===== src/rtl/cmp_msb_iter_if.sv =====
// Request/response bundle for cmp_msb_iter: start/busy/done handshake,
// operands, condition select and the registered compare results.
interface cmp_msb_iter_if #(
    parameter int WIDTH = 32,
    parameter int STEP  = 4
);
    localparam int PW = $clog2(WIDTH);

    logic             start;
    logic [WIDTH-1:0] rs;
    logic [WIDTH-1:0] rt;
    logic [2:0]       b_type;
    logic             busy;
    logic             done;
    logic             result;
    logic             zero;
    logic [PW-1:0]    rs_msb;
    logic [PW-1:0]    rt_msb;

    // Requester side (hazard unit / decode stage)
    modport master (
        output start, rs, rt, b_type,
        input  busy, done, result, zero, rs_msb, rt_msb
    );

    // Comparator side
    modport slave (
        input  start, rs, rt, b_type,
        output busy, done, result, zero, rs_msb, rt_msb
    );
endinterface


===== src/rtl/cmp_msb_iter.sv =====
// cmp_msb_iter: iterative MSB-position comparator with branch-condition
// evaluation. Scans STEP bits per cycle of both operands from the top down.
// Optional feature macro: CMP_EARLY_EXIT_EN -- leave SCAN as soon as both
// operands have had their highest set bit located.
module cmp_msb_iter #(
    parameter int WIDTH = 32,
    parameter int STEP  = 4
) (
    input  logic           i_clk,
    input  logic           i_reset,
    cmp_msb_iter_if.slave  bus
);
    localparam int NCHUNK = WIDTH / STEP;
    localparam int PW     = $clog2(WIDTH);
    localparam int CW     = (NCHUNK > 1) ? $clog2(NCHUNK) : 1;

    typedef enum logic [1:0] {IDLE, SCAN, DONE} state_t;

    state_t           r_state, w_state_nxt;
    logic [WIDTH-1:0] r_rs, r_rt;
    logic [2:0]       r_btype;
    logic [CW-1:0]    r_cursor;
    logic             r_rs_found, r_rt_found;
    logic [PW-1:0]    r_rs_idx, r_rt_idx;
    logic             r_result, r_zero;
    logic [PW-1:0]    r_rs_msb, r_rt_msb;

    logic             w_accept, w_exit;
    logic [STEP-1:0]  w_rs_chunk, w_rt_chunk;
    logic             w_rs_hit, w_rt_hit;
    logic [PW-1:0]    w_rs_pos, w_rt_pos;
    logic             w_rs_found_nxt, w_rt_found_nxt;
    logic [PW-1:0]    w_rs_idx_nxt, w_rt_idx_nxt;
    logic             w_result, w_zero;

    assign w_accept   = bus.start && (r_state == IDLE || r_state == DONE);
    assign w_rs_chunk = r_rs[int'(r_cursor)*STEP +: STEP];
    assign w_rt_chunk = r_rt[int'(r_cursor)*STEP +: STEP];

    // Highest set bit in the current chunk of each operand (last hit wins)
    always_comb begin
        w_rs_hit = 1'b0;
        w_rt_hit = 1'b0;
        w_rs_pos = '0;
        w_rt_pos = '0;
        for (int j = 0; j < STEP; j++) begin
            if (w_rs_chunk[j]) begin
                w_rs_hit = 1'b1;
                w_rs_pos = PW'(int'(r_cursor) * STEP + j);
            end
            if (w_rt_chunk[j]) begin
                w_rt_hit = 1'b1;
                w_rt_pos = PW'(int'(r_cursor) * STEP + j);
            end
        end
    end

    // Found state after this cycle's chunk; the first hit from the top sticks
    always_comb begin
        w_rs_found_nxt = r_rs_found || w_rs_hit;
        w_rt_found_nxt = r_rt_found || w_rt_hit;
        w_rs_idx_nxt   = r_rs_found ? r_rs_idx : (w_rs_hit ? w_rs_pos : '0);
        w_rt_idx_nxt   = r_rt_found ? r_rt_idx : (w_rt_hit ? w_rt_pos : '0);
    end

    // Compare result and branch condition from the latched operands
    always_comb begin
        w_result = w_rs_found_nxt && w_rt_found_nxt && (w_rs_idx_nxt == w_rt_idx_nxt);
        w_zero   = 1'b0;
        case (r_btype)
            3'd0:    w_zero = (r_rs == r_rt);
            3'd1:    w_zero = (r_rs != r_rt);
            3'd2:    w_zero = ($signed(r_rs) <= 0);
            3'd3:    w_zero = ($signed(r_rs) >  0);
            3'd4:    w_zero = ($signed(r_rs) <  0);
            3'd5:    w_zero = ($signed(r_rs) >= 0);
            3'd6:    w_zero = w_result;
            default: w_zero = 1'b0;
        endcase
    end

`ifdef CMP_EARLY_EXIT_EN
    // Stop once both MSBs are located; zero operands still need the full scan
    assign w_exit = (r_cursor == '0) || (w_rs_found_nxt && w_rt_found_nxt);
`else
    assign w_exit = (r_cursor == '0);
`endif

    // FSM state register
    always_ff @(posedge i_clk) begin
        if (i_reset) r_state <= IDLE;
        else         r_state <= w_state_nxt;
    end

    // FSM next state
    always_comb begin
        w_state_nxt = r_state;
        case (r_state)
            IDLE:    if (bus.start) w_state_nxt = SCAN;
            SCAN:    if (w_exit)    w_state_nxt = DONE;
            DONE:    w_state_nxt = bus.start ? SCAN : IDLE;
            default: w_state_nxt = IDLE;
        endcase
    end

    // Operand latch, scan progress and result registers
    always_ff @(posedge i_clk) begin
        if (i_reset) begin
            r_rs       <= '0;
            r_rt       <= '0;
            r_btype    <= '0;
            r_cursor   <= '0;
            r_rs_found <= 1'b0;
            r_rt_found <= 1'b0;
            r_rs_idx   <= '0;
            r_rt_idx   <= '0;
            r_result   <= 1'b0;
            r_zero     <= 1'b0;
            r_rs_msb   <= '0;
            r_rt_msb   <= '0;
        end else if (w_accept) begin
            r_rs       <= bus.rs;
            r_rt       <= bus.rt;
            r_btype    <= bus.b_type;
            r_cursor   <= CW'(NCHUNK - 1);
            r_rs_found <= 1'b0;
            r_rt_found <= 1'b0;
            r_rs_idx   <= '0;
            r_rt_idx   <= '0;
        end else if (r_state == SCAN) begin
            r_rs_found <= w_rs_found_nxt;
            r_rt_found <= w_rt_found_nxt;
            r_rs_idx   <= w_rs_idx_nxt;
            r_rt_idx   <= w_rt_idx_nxt;
            r_cursor   <= r_cursor - 1'b1;
            if (w_exit) begin
                r_result <= w_result;
                r_zero   <= w_zero;
                r_rs_msb <= w_rs_idx_nxt;
                r_rt_msb <= w_rt_idx_nxt;
            end
        end
    end

    assign bus.busy   = (r_state == SCAN);
    assign bus.done   = (r_state == DONE);
    assign bus.result = r_result;
    assign bus.zero   = r_zero;
    assign bus.rs_msb = r_rs_msb;
    assign bus.rt_msb = r_rt_msb;
endmodule


===== src/flat_wrapper.sv =====
// flat-port wrapper written by rule: the top's interface ports become plain ports
module cmp_msb_iter_flat 
#(
    parameter int WIDTH = 32,
    parameter int STEP  = 4
)
  (i_clk, i_reset, bus_start, bus_rs, bus_rt, bus_b_type, bus_busy, bus_done, bus_result, bus_zero, bus_rs_msb, bus_rt_msb);
  cmp_msb_iter_if #(.WIDTH(WIDTH), .STEP(STEP)) bus_i ();
  input  logic i_clk;
  input  logic i_reset;
  input wire logic [$bits(bus_i.start)-1:0] bus_start;
  input wire logic [$bits(bus_i.rs)-1:0] bus_rs;
  input wire logic [$bits(bus_i.rt)-1:0] bus_rt;
  input wire logic [$bits(bus_i.b_type)-1:0] bus_b_type;
  output wire logic [$bits(bus_i.busy)-1:0] bus_busy;
  output wire logic [$bits(bus_i.done)-1:0] bus_done;
  output wire logic [$bits(bus_i.result)-1:0] bus_result;
  output wire logic [$bits(bus_i.zero)-1:0] bus_zero;
  output wire logic [$bits(bus_i.rs_msb)-1:0] bus_rs_msb;
  output wire logic [$bits(bus_i.rt_msb)-1:0] bus_rt_msb;
  assign bus_i.start = bus_start;
  assign bus_i.rs = bus_rs;
  assign bus_i.rt = bus_rt;
  assign bus_i.b_type = bus_b_type;
  assign bus_busy = bus_i.busy;
  assign bus_done = bus_i.done;
  assign bus_result = bus_i.result;
  assign bus_zero = bus_i.zero;
  assign bus_rs_msb = bus_i.rs_msb;
  assign bus_rt_msb = bus_i.rt_msb;
  cmp_msb_iter #(.WIDTH(WIDTH), .STEP(STEP)) u_core (.i_clk(i_clk), .i_reset(i_reset), .bus(bus_i));
endmodule

===== config.mk =====
export PLATFORM = sky130hd
export DESIGN_NAME = cmp_msb_iter_flat
export DESIGN_NICKNAME = d
export VERILOG_FILES = /design/src/rtl/cmp_msb_iter_if.sv /design/src/rtl/cmp_msb_iter.sv /design/src/flat_wrapper.sv
export SDC_FILE = /design/constraint.sdc
export NUM_CORES = 1
export LEC_CHECK = 0
export CAP_MARGIN = 5
export CORE_UTILIZATION = 53
export DETAILED_ROUTE_END_ITERATION = 10
export GPL_ROUTABILITY_DRIVEN = 0
export PLACE_DENSITY = 0.84
export SYNTH_ARGS = -nofsm -noshare
export SYNTH_HDL_FRONTEND = slang
export SYNTH_SLANG_ARGS = --single-unit

===== constraint.sdc =====
create_clock -name i_clk -period 2.5 [get_ports i_clk]
set_input_delay 0.375 -clock i_clk [delete_from_list [all_inputs] [get_ports i_clk]]
set_output_delay 0.375 -clock i_clk [all_outputs]
set_load 0.02 [all_outputs]

==> results.toml, run 1 <==
[worst_setup_path]
rr_worst_depth = 7
cp.required_ns = 2.78
critPathCaptureType = "flop"
crit_slowest_cell = "mux4_2"
cp-start-kind = "flop"
worstPathArrival_ns = 2.69
max_stage_delay_ns = 0.55
worstSetupPathType = "reg -> reg"
cp_max_fo = 20
cp_num_cells = 7
cpLargestDelayFamily = "compound AO/OA/AOI/OAI gates"
path_cells = "buf_12, mux4_2, nor3_1, a2bb2oi_2, xor2_1, o2111ai_2, o31ai_2"
cp.buffers_inverters = 1

[clocking]
clk_pin_slew_ns = 0.09
root_buffer = "clkbuf_8"
cts_tree = "done"
hold_buffers = 0
clkLatencyLatePin_ns = 0.36
cts_resized = 0
h-tree-depth = 3
post_cts_buffers = 0
cts-buffers-inserted = 9
clock-sinks = 96
cts_buffer_depth = 2

[global_routing]
grt_pass1_vias = 4229
grt_use_total = 0.286
grt_pass1_wl_um = 20200
antenna_found_initial = 0
grt_max_degree = 70
grt_overflow = 0

[sta]
slew_violations = 0
finalSetupTns_ns = 0
fin_crit_ns = 2.41
worst_hold_slack_ns = 0.463
finalCritPeriodShare = 0.965
hold_viol_final = 0
worst_pin_slew_ns = 0.739
slew_headroom = 0.505
setup_viol = 0
rsz0062_at_grt = "no"
clock_skew_ns = 0.0102
max_freq_mhz = 415

[run]
maxCapViolations = 0

[layout]
final_common_cell = "nand2_1"
layout_common_cells = "nand2_1, dfxtp_1, a21oi_1"
diodes = 0
final_layout_size_suffix_gt1_frac = 0.0837
nFillCells = 701
area_growth_pct = 24.2
layout.nets = 712

[route]
drtAntennaViolNets = 0
via_count = 4501
drtIter0Drc = 349
finalWirelength_um = 12600
post_drt_wl_per_cell_um = 16.7
first_pass_iters = 5
drc = 0
routed_via_density = 5.98

[worst_hold_path]
min_path_type = "reg -> reg"
min_path_cells = 2

[synth]
synth_nets = 646
ys_seq_area_frac = 0.407
async_reset_ff_frac = 0
yosysUniqueCellTypes = 55
synth_cells = 574
synth_ff_type = "dfxtp_1"
avgSynthCellArea_um2 = 8.23
ys_ff_latch = 96
ys_warn_count = 0
synth_edf_count = 0
synthesis.area_mm2 = 0.00472

[die]
dieWidth_um = 96.4
dieArea_mm2 = 0.00930
dieHeight_um = 96.4
initial_core_util = 0.544
row_count = 34
ioPinCount = 84
coreArea_mm2 = 0.00868

[power]
powerDensity_mw_per_mm2 = 626
p_int_mw = 2.54
p_seq_frac = 0.477
switchingPower_mw = 1.13
vdd_ir_drop_max_mv = 0.320
p_comb_frac = 0.237
clock_power_share = 0.285
power.share.switching = 0.308
leakage_nw = 2.24

[placed_design]
port_buffers = 83
dp_hpwl_um = 9400

[outcome]
status = "finished clean"
## worst register-to-register path: cells and delay by family, from the launching register on
family                 cells  cell delay, ns
XOR/XNOR                   1            0.18
multiplexers               1            0.56
buffers and inverters      1            0.19
AND/OR/NAND/NOR            1            0.38
AO/OA/AOI/OAI              3            0.62
flip-flops                 1            0.40
## kinds of logic (layout without fill, tap and decap cells)
kind of cell / Yosys count / count (layout) / synth area share
AND/OR/NAND/NOR: 238 / 238 / 0.217
AO/OA/AOI/OAI: 126 / 126 / 0.165
flip-flops: 96 / 96 / 0.407
buffers and inverters: 49 / 120 / 0.0445
XOR/XNOR: 37 / 37 / 0.0702
multiplexers: 26 / 26 / 0.0916
adder cells (fa/ha/maj): 2 / 2 / 0.00530
## routing by layer
layer  GRT usage  share of wire  up-vias
li1            -              -     2114
met3      0.0626          0.072       42
met2       0.503           0.50      236
met4       0.100          0.030        0
met5           0              0        -
met1       0.343           0.40     2109
## flip-flops by register name, indices dropped and copies added (netlist names)
name               count
u_core.r_rs_idx        5
u_core.r_rs_found      1
u_core.r_rs           32
u_core.bus.rt_msb      5
u_core.r_state         2
u_core.r_btype         3
u_core.r_rt_found      1
u_core.r_rt_idx        5
u_core.r_cursor        3
u_core.r_rt           32
u_core.bus.zero        1
u_core.bus.rs_msb      5
u_core.bus.result      1
## layout make-up
| type | instances | area, µm² | share of cell area |
|---|---|---|---|
| clock buffer | 10 | 138 | 0.0235 |
| multi-input combinational | 429 | 2610 | 0.445 |
| sequential | 96 | 1920 | 0.328 |
| clock inverter | 6 | 67.6 | 0.0115 |
| timing repair buffer | 94 | 958 | 0.163 |
| inverter | 10 | 37.5 | 0.00640 |
| tap | 108 | 135 | 0.0230 |
## through the flow
| stage | util | setup WS, ns | instance area [µm²] | total power, mW | std cells |
|---|---|---|---|---|---|
| 6_report | 0.676 | 0.0881 | 5870 | 3.67 | 753 |
| 5_1_grt | 0.676 | 0.00886 | 5870 | 3.83 | 753 |
| 4_1_cts | 0.675 | 0.114 | 5860 | 3.66 | 753 |
| 3_5_place_dp | 0.652 | 0.134 | 5660 | 2.64 | 737 |
| 3_3_place_gp | 0.652 | 0.220 | 5660 | 2.61 | 737 |
| 2_1_floorplan | - | 0.379 | 4720 | 2.33 | 574 |
## final timing paths
check	from	slack [ns]	end
max reg2reg	u_core.r_cursor[0]$_SDFFE_PP0P_	0.09	u_core.bus.result$_SDFFE_PP0P_
min	u_core.r_rt_idx[0]$_SDFFE_PP0P_	0.46	u_core.r_rt_idx[0]$_SDFFE_PP0P_
max	u_core.r_cursor[0]$_SDFFE_PP0P_	0.09	u_core.bus.result$_SDFFE_PP0P_
min reg2reg	u_core.r_rt_idx[0]$_SDFFE_PP0P_	0.46	u_core.r_rt_idx[0]$_SDFFE_PP0P_
## synth_stat cells, drive strengths merged (3+ instances only)
library cell  number  area (µm²)
nand3b             3        22.5
nor2              19        71.3
nand4              6        37.5
a311oi             3        32.5
a221oi             3        32.5
dfxtp             96        1920
o21ai              3        15.0
nor2b              3        18.8
clkbuf            29         109
xor2              33         289
inv                8        30.0
nor3               8        45.0
nand3              6        30.0
a211oi             7        52.6
mux4              13         300
a21oi             88         444
xnor2              4        42.6
mux2i             11         110
nand2b             4        25.0
o211ai             3        22.5
nand2            166         623
buf               10        63.8
nor4              18         113
## power by group through the flow
stage                     Combinational [mW]  Sequential [mW]  Clock [mW]
after CTS                              0.861             1.75        1.05
after floorplan                        0.592             1.74           0
final                                  0.872             1.75        1.05
after global placement                 0.831             1.77           0
after global routing                   0.946             1.76        1.12
after detailed placement               0.855             1.78           0
Note: power is estimated with default switching activity, not from simulation.
==> run 2: changes to the inputs <==
--- a/config.mk
+++ b/config.mk
@@ -13,3 +13,4 @@
 export SYNTH_ARGS = -nofsm -noshare
 export SYNTH_HDL_FRONTEND = slang
 export SYNTH_SLANG_ARGS = --single-unit
+export TNS_END_PERCENT = 1
==> results of run 2 <==
Final layout, timing and power as in run 1 (identical DEF).
==> run 3: changes to the inputs <==
--- a/config.mk
+++ b/config.mk
@@ -9,7 +9,9 @@
 export CORE_UTILIZATION = 53
 export DETAILED_ROUTE_END_ITERATION = 10
 export GPL_ROUTABILITY_DRIVEN = 0
+export GPL_TIMING_DRIVEN = 1
 export PLACE_DENSITY = 0.84
+export RECOVER_POWER = 25
 export SYNTH_ARGS = -nofsm -noshare
 export SYNTH_HDL_FRONTEND = slang
 export SYNTH_SLANG_ARGS = --single-unit
==> results.toml, run 3 (synthesis results as in run 1) <==
[outcome]
status = "finished clean"

[worst_setup_path]
cp.required_ns = 2.78
worstPathArrival_ns = 2.68
cpLargestDelayFamily = "compound AO/OA/AOI/OAI gates"
crit_slowest_cell = "mux4_2"
max_stage_delay_ns = 0.55
critPathCaptureType = "flop"
cp_max_fo = 20
cp.buffers_inverters = 1
path_cells = "buf_12, mux4_2, nand2b_1, a311oi_2, xnor2_2, o2111ai_2, o31ai_2"
worstSetupPathType = "reg -> reg"
cp-start-kind = "flop"

[global_routing]
grt_overflow = 0
grt_use_total = 0.286
antenna_found_initial = 0
grt_pass1_vias = 4229
grt_pass1_wl_um = 20200
grt_max_degree = 70

[route]
drc = 0
routed_via_density = 5.88
post_drt_wl_per_cell_um = 16.6
finalWirelength_um = 12500
via_count = 4426
drtIter0Drc = 349
drtAntennaViolNets = 0
first_pass_iters = 5

[layout]
reg.largest.list = "u_core.r_rs (32), u_core.r_rt (32)"
layout.nets = 712
final_util = 0.675
final_common_cell = "nand2_1"
nFillCells = 703
final_layout_size_suffix_gt1_frac = 0.0806
diodes = 0
layout_common_cells = "nand2_1, dfxtp_1, a21oi_1"
fin_cells = 753
area_growth_pct = 23.9

[sta]
hold_viol_final = 0
worst_hold_slack_ns = 0.465
finalCritPeriodShare = 0.960
clock_skew_ns = 0.00875
slew_headroom = 0.0647
postLayoutSetupSlackWorst_ns = 0.0997
finalSetupTns_ns = 0
worst_pin_slew_ns = 1.40
rsz0062_at_grt = "no"
setup_viol = 0
slew_violations = 0
fin_crit_ns = 2.40
max_freq_mhz = 417

[placed_design]
pre_cts_ws_ns = 0.134
dp_hpwl_um = 9400
dp.cells = 737
port_buffers = 83

[power]
leakage_nw = 2.23
vdd_ir_drop_max_mv = 0.321
powerDensity_mw_per_mm2 = 626

[clocking]
root_buffer = "clkbuf_8"
cts_tree = "done"
clk_pin_slew_ns = 0.09
post_cts_buffers = 0
cts_buffer_depth = 2
h-tree-depth = 3
clock-sinks = 96
clkLatencyLatePin_ns = 0.36
cts-buffers-inserted = 9

[die]
dieArea_mm2 = 0.00930
ioPinCount = 84
initial_core_util = 0.544
row_count = 34
coreArea_mm2 = 0.00868
dieWidth_um = 96.4
dieHeight_um = 96.4

[run]
maxCapViolations = 0

[worst_hold_path]
min_path_type = "reg -> reg"
run 3: cell count changes in the layout (fill, tap and decap cells not counted), sizes merged:
cell,before,now
clkbuf,10,11
buf,12,11
run 3: path summary, 6_finish.rpt:
path	startpoint	to	slack, ns	cells past startpoint
worst max-delay path	u_core.r_cursor[0]$_SDFFE_PP0P_	u_core.bus.result$_SDFFE_PP0P_	0.1	7
worst min-delay path	u_core.bus.rt_msb[0]$_SDFFE_PP0P_	u_core.bus.rt_msb[0]$_SDFFE_PP0P_	0.46	2
worst min register to register	u_core.bus.rt_msb[0]$_SDFFE_PP0P_	u_core.bus.rt_msb[0]$_SDFFE_PP0P_	0.46	2
worst max register to register	u_core.r_cursor[0]$_SDFFE_PP0P_	u_core.bus.result$_SDFFE_PP0P_	0.1	7
run 3: routing by layer:
| layer | up-vias | GRT usage | wire, µm |
|---|---|---|---|
| met2 | 207 | 0.503 | 6270 |
| met1 | 2068 | 0.343 | 5070 |
| met5 | - | 0 | 0 |
| li1 | 2116 | - | - |
| met3 | 35 | 0.0626 | 844 |
| met4 | 0 | 0.100 | 331 |
run 3: metrics by stage:
stage	power (mW)	instance area, µm²
floorplan	2.33	4720
global placement	2.61	5660
detailed placement	2.64	5660
CTS	3.66	5860
global route	3.82	5860
finish	3.67	5860
run 3: cell type report:
class,instances,area (µm²),area share
tap,108,135,0.0231
inverter,10,37.5,0.00641
clock inverter,6,67.6,0.0115
sequential,96,1920,0.328
timing repair buffer,94,955,0.163
clock buffer,10,138,0.0235
multi-input combinational,429,2600,0.444
run 3: report_power, final:
| group | total, mW | switching, mW | internal [mW] |
|---|---|---|---|
| Combinational | 0.870 | 0.449 | 0.421 |
| Clock | 1.05 | 0.553 | 0.493 |
| Sequential | 1.75 | 0.128 | 1.62 |
run 3: timing repair:
| item | 4_1_cts | 5_1_grt |
|---|---|---|
| gates resized for setup | 0 | 1 |
| endpoints found under the setup margin | 0 | 2 |
| endpoints found under the hold margin | 0 | 0 |
| hold buffers | 0 | 0 |
run 3: tightest hold or removal path, stage by stage, from the launching register on:
cell,delay (ns)
dfxtp_1,0.32
nand2_1,0.05
a21oi_1,0.05
